[src/rtl/updn_bounded_counter.sv]
// Bounded up/down counter with variable step, wrap or saturate mode,
// synchronous load, clamp on a lowered bound, and overflow/underflow flags.
module updn_bounded_counter #(
    parameter int N      = 8,
    parameter int STEP_W = 4
) (
    input  logic              clk,
    input  logic              rst,
    input  logic              enable,
    input  logic              up_count,
    input  logic              down_count,
    input  logic [STEP_W-1:0] step,
    input  logic [N-1:0]      max_val,
    input  logic              sat_mode,
    input  logic              load,
    input  logic [N-1:0]      load_val,
    input  logic              clr_flags,
    output logic [N-1:0]      q,
    output logic              tc_up,
    output logic              tc_dn,
    output logic              ovf_sticky,
    output logic              unf_sticky,
    output logic              at_max,
    output logic              at_min
);

    localparam int W = N + 1;

    logic [N-1:0] q_q, q_d;
    logic         tc_up_q, tc_up_d;
    logic         tc_dn_q, tc_dn_d;
    logic         ovf_q, ovf_d;
    logic         unf_q, unf_d;

    logic [W-1:0] step_x;
    logic [W-1:0] q_x;
    logic [W-1:0] max_x;
    logic [W-1:0] lim_x;
    logic [W-1:0] sum_x;
    logic [W-1:0] up_wrap_x;
    logic [W-1:0] dn_base_x;
    logic [W-1:0] dn_wrap_x;
    logic         cnt_up;
    logic         cnt_dn;
    logic         ovf_ev;
    logic         unf_ev;

    // Widened operands; lim_x = max_val+1 is the wrap modulus.
    always_comb begin
        step_x    = {{(W-STEP_W){1'b0}}, step};
        q_x       = {1'b0, q_q};
        max_x     = {1'b0, max_val};
        lim_x     = max_x + W'(1);
        sum_x     = q_x + step_x;
        up_wrap_x = sum_x - lim_x;
        dn_base_x = q_x + lim_x;
        dn_wrap_x = dn_base_x - step_x;
        cnt_up    = enable & up_count & ~down_count & (step != '0);
        cnt_dn    = enable & down_count & ~up_count & (step != '0);
    end

    // Next counter value and event detection: load, clamp, count, hold.
    always_comb begin
        q_d    = q_q;
        ovf_ev = 1'b0;
        unf_ev = 1'b0;
        if (load) begin
            q_d = (load_val > max_val) ? max_val : load_val;
        end else if (q_q > max_val) begin
            q_d = max_val;
        end else if (cnt_up) begin
            if (sum_x <= max_x) begin
                q_d = sum_x[N-1:0];
            end else begin
                ovf_ev = 1'b1;
                if (sat_mode) begin
                    q_d = max_val;
                end else if (up_wrap_x <= max_x) begin
                    q_d = up_wrap_x[N-1:0];
                end else begin
                    q_d = '0;
                end
            end
        end else if (cnt_dn) begin
            if (step_x <= q_x) begin
                q_d = q_q - step_x[N-1:0];
            end else begin
                unf_ev = 1'b1;
                if (sat_mode) begin
                    q_d = '0;
                end else if (step_x <= lim_x) begin
                    q_d = dn_wrap_x[N-1:0];
                end else begin
                    q_d = max_val;
                end
            end
        end
    end

    // Event pulses and sticky flags; a same-cycle event beats clr_flags.
    always_comb begin
        tc_up_d = ovf_ev;
        tc_dn_d = unf_ev;
        ovf_d   = ovf_ev | (ovf_q & ~clr_flags);
        unf_d   = unf_ev | (unf_q & ~clr_flags);
    end

    // State registers with asynchronous reset.
    always_ff @(posedge clk or posedge rst) begin
        if (rst) begin
            q_q     <= '0;
            tc_up_q <= 1'b0;
            tc_dn_q <= 1'b0;
            ovf_q   <= 1'b0;
            unf_q   <= 1'b0;
        end else begin
            q_q     <= q_d;
            tc_up_q <= tc_up_d;
            tc_dn_q <= tc_dn_d;
            ovf_q   <= ovf_d;
            unf_q   <= unf_d;
        end
    end

    // Outputs; bound indicators are combinational on q and max_val.
    always_comb begin
        q          = q_q;
        tc_up      = tc_up_q;
        tc_dn      = tc_dn_q;
        ovf_sticky = ovf_q;
        unf_sticky = unf_q;
        at_max     = (q_q == max_val);
        at_min     = (q_q == '0);
    end

endmodule

[config.mk]
export PLATFORM = sky130hd
export DESIGN_NAME = updn_bounded_counter
export DESIGN_NICKNAME = d
export VERILOG_FILES = /design/src/rtl/updn_bounded_counter.sv
export SDC_FILE = /design/constraint.sdc
export NUM_CORES = 1
export LEC_CHECK = 0
export CAP_MARGIN = 10
export CORE_MARGIN = 4
export CORE_UTILIZATION = 50
export CTS_CLUSTER_SIZE = 8
export DETAILED_ROUTE_END_ITERATION = 10
export PLACE_DENSITY = 0.73
export SKIP_LAST_GASP = 1
export SLEW_MARGIN = 20
export SYNTH_ARGS = -nofsm -noshare
export SYNTH_HDL_FRONTEND = slang
export SYNTH_SLANG_ARGS = --single-unit
[constraint.sdc]
create_clock -name clk -period 5.12 [get_ports clk]
set_clock_uncertainty 0.2 [all_clocks]
set_input_delay 0.512 -clock clk [delete_from_list [all_inputs] [get_ports clk]]
set_output_delay 0.512 -clock clk [all_outputs]
set_load 0.05 [all_outputs]
==> out/metrics.yaml <==
clocking:
  cts_tree: "yes"
  root_buffer: "clkbuf_8"
  cts_sinks: 12
  htreeDepth: 1
  clkLatencyLatePin_ns: 0.24
  clockBufferDepth: 2
  cts_buffers: 3
  ctsHoldBuffers: 0
  cts.clk_slew.worst_paths_ns: 0.06
yosys:
  synth-edff-count: 0
  synthesis.area_mm2: 0.00346
  yosysTopAreaCell: "ha_1"
  yosysTopAreaCellShare: 0.232
  synthFlopType: "dfrtp_1"
  synth_cell_types: 71
  async_reset_ff_frac: 1.00
  yosys-top-cells-area: "ha_1 23%, dfrtp_1 8.7%, xnor2_1 6.1%"
  avgSynthCellArea_um2: 8.12
  yosysSeqAreaShare: 0.0869
  synth.ff_latch_count: 12
  syn_nets: 525
  synthCells: 426
  yosys_warnings: 0
power_and_ir_drop:
  irDropWorstVdd_v: 0.000692
  p_per_area_mw_per_mm2: 750
  p_leak_nw: 1.91
critical_path:
  crit_fanout: 5
  cp.required_ns: 5.08
  critical_path_class: "input pin to flop"
  critPathCaptureType: "flop"
  startpoint_type: "input pin"
  arrival_ns: 4.94
timing:
  fin_ws_ns: 0.143
  rsz0062_at_grt: "true"
  finalSetupViolCount: 0
  slew-limit-headroom: 0.489
  fin_setup_tns_ns: 0
  tightest_slew_ns: 0.766
  hold_violations: 0
  fmax_ghz: 0.201
  worst_hold_slack_ns: 0.284
  period_share: 0.972
  finalMaxSlewViolations: 0
  period_needed_ns: 4.98
routing:
  detail_route.wl_per_cell_um: 21.1
  drt_pass1_iterations: 5
  drc: 0
  drt_iter0_drc: 435
  viasPerCell: 6.43
  antenna_left: 0
  vias: 3715
  routed_wl_mm: 12.2
status:
  status: "complete, no violations"
global_route:
  grt_pass1_vias: 3666
  grt_util_all_layers: 0.289
  grt_max_degree: 15
  antenna_found_initial: 0
  overflow: 0
  grt_first_pass_wirelength_mm: 19.0
floorplanning:
  core_mm2: 0.00676
  io_pins: 42
  start_util: 0.512
  rows: 30
  die_h_um: 91.2
  dieArea_mm2: 0.00831
  die_x_um: 91.2
run:
  maxCapViolations: 0
final_layout:
  final.fill_count: 617
  regArea_um2: 300
  finalCoreUtilization: 0.634
  area_growth_pct: 23.9
  final_cell_mix: "63 x ha_1, 41 x clkdlybuf4s50_1, 40 x inv_1, 40 x buf_4, 26 x nor2_1"
  multi_input_area_mm2: 0.00296
  final_common_cell: "ha_1"
  drive_above_1_share: 0.143
  diodes: 0
  layout.nets: 598
placed_design:
  place_hpwl_mm: 9.99
  io_buffers: 41
  place.gp.congestion: 0.956
  post-place-ws_ns: -0.169
worst_hold_path:
  hold_class: "flop to flop"
-- per-layer routing --
layer,part of all wire,track usage,up-vias,wire length [um]
li1,-,-,1752,-
met4,0.029,0.0854,0,352
met2,0.46,0.478,186,5640
met1,0.43,0.385,1747,5270
met5,0,0,-,0
met3,0.078,0.0481,30,955
-- registers in the layout, summed over array words and instances (netlist names) --
signal      cells
tc_dn           1
tc_up           1
unf_sticky      1
ovf_sticky      1
q               8
-- cell type report --
type | instances | area share
timing repair buffer | 81 | 0.166
inverter | 41 | 0.0359
sequential | 12 | 0.0701
tap | 80 | 0.0234
multi-input combinational | 360 | 0.692
clock buffer | 4 | 0.0129
-- kinds of logic after synthesis --
group / synth area share
compound gates: 0.280
xor+xnor: 0.0851
fa+ha+maj: 0.272
buf+inv: 0.0720
flops: 0.0869
mux: 0.00651
simple gates: 0.197
-- path summary, 6_finish.rpt --
check	start	to	slack, ns	cells past startpoint
setup / recovery	step[3]	q[4]$_DFFE_PP0P_	0.14	21
hold / removal	unf_sticky$_DFF_PP0_	unf_sticky$_DFF_PP0_	0.28	1
setup reg to reg	q[1]$_DFFE_PP0P_	q[4]$_DFFE_PP0P_	0.34	19
hold reg to reg	unf_sticky$_DFF_PP0_	unf_sticky$_DFF_PP0_	0.28	1
max in group asynchronous	rst	q[2]$_DFFE_PP0P_	4.00	2
min in group asynchronous	rst	q[5]$_DFFE_PP0P_	0.39	2
-- timing repair --
item                       4_1_cts  5_1_grt
hold endpoints to repair         0        0
buffers inserted                 0        3
gates resized for setup          0        9
setup endpoints to repair        0        8
-- cell usage after synthesis (8+ instances only) --
| master | instances |
|---|---|
| xnor2_1 | 24 |
| o211ai_1 | 9 |
| o21ai_0 | 21 |
| a21oi_1 | 27 |
| nor2_1 | 26 |
| nor3_1 | 10 |
| nor4_1 | 10 |
| nand2_1 | 15 |
| inv_1 | 40 |
| dfrtp_1 | 12 |
| ha_1 | 64 |
| o21a_1 | 8 |
| nand3_1 | 13 |
| nand4_1 | 10 |
| nor2b_1 | 8 |
-- worst max-delay path, cell delays in order --
cell             delay, ns
clkdlybuf4s50_1       0.48
inv_1                 0.06
ha_1                  0.35
inv_1                 0.12
a21oi_2               0.19
a21oi_1               0.12
xnor2_2               0.17
buf_4                 0.17
ha_1                  0.19
or2_2                 0.27
a21oi_1               0.19
a31oi_1               0.08
xor2_1                0.24
ha_1                  0.28
a22o_1                0.25
nor4_2                0.18
o211ai_1              0.20
a21oi_2               0.27
nand4_1               0.15
a221o_1               0.32
a22oi_1               0.15
-- through the flow --
stage | power [W] | cell area [um^2] | std cells
3_3_place_gp | 0.00283 | 4160 | 571
2_1_floorplan | 0.00205 | 3460 | 426
6_report | 0.00321 | 4280 | 578
3_5_place_dp | 0.00288 | 4160 | 571
4_1_cts | 0.00300 | 4210 | 575
5_1_grt | 0.00347 | 4280 | 578
-- power breakdown --
group / total, W / leakage [nW] / internal [W] / switching, W
sequential: 0.000225 / 0.149 / 0.000129 / 0.0000962
combinational: 0.00288 / 1.74 / 0.00126 / 0.00163
clock: 0.000105 / 0.0288 / 0.0000680 / 0.0000365
total: 0.00321 / 1.91 / 0.00145 / 0.00176
Power figures use the tool's default switching activity.
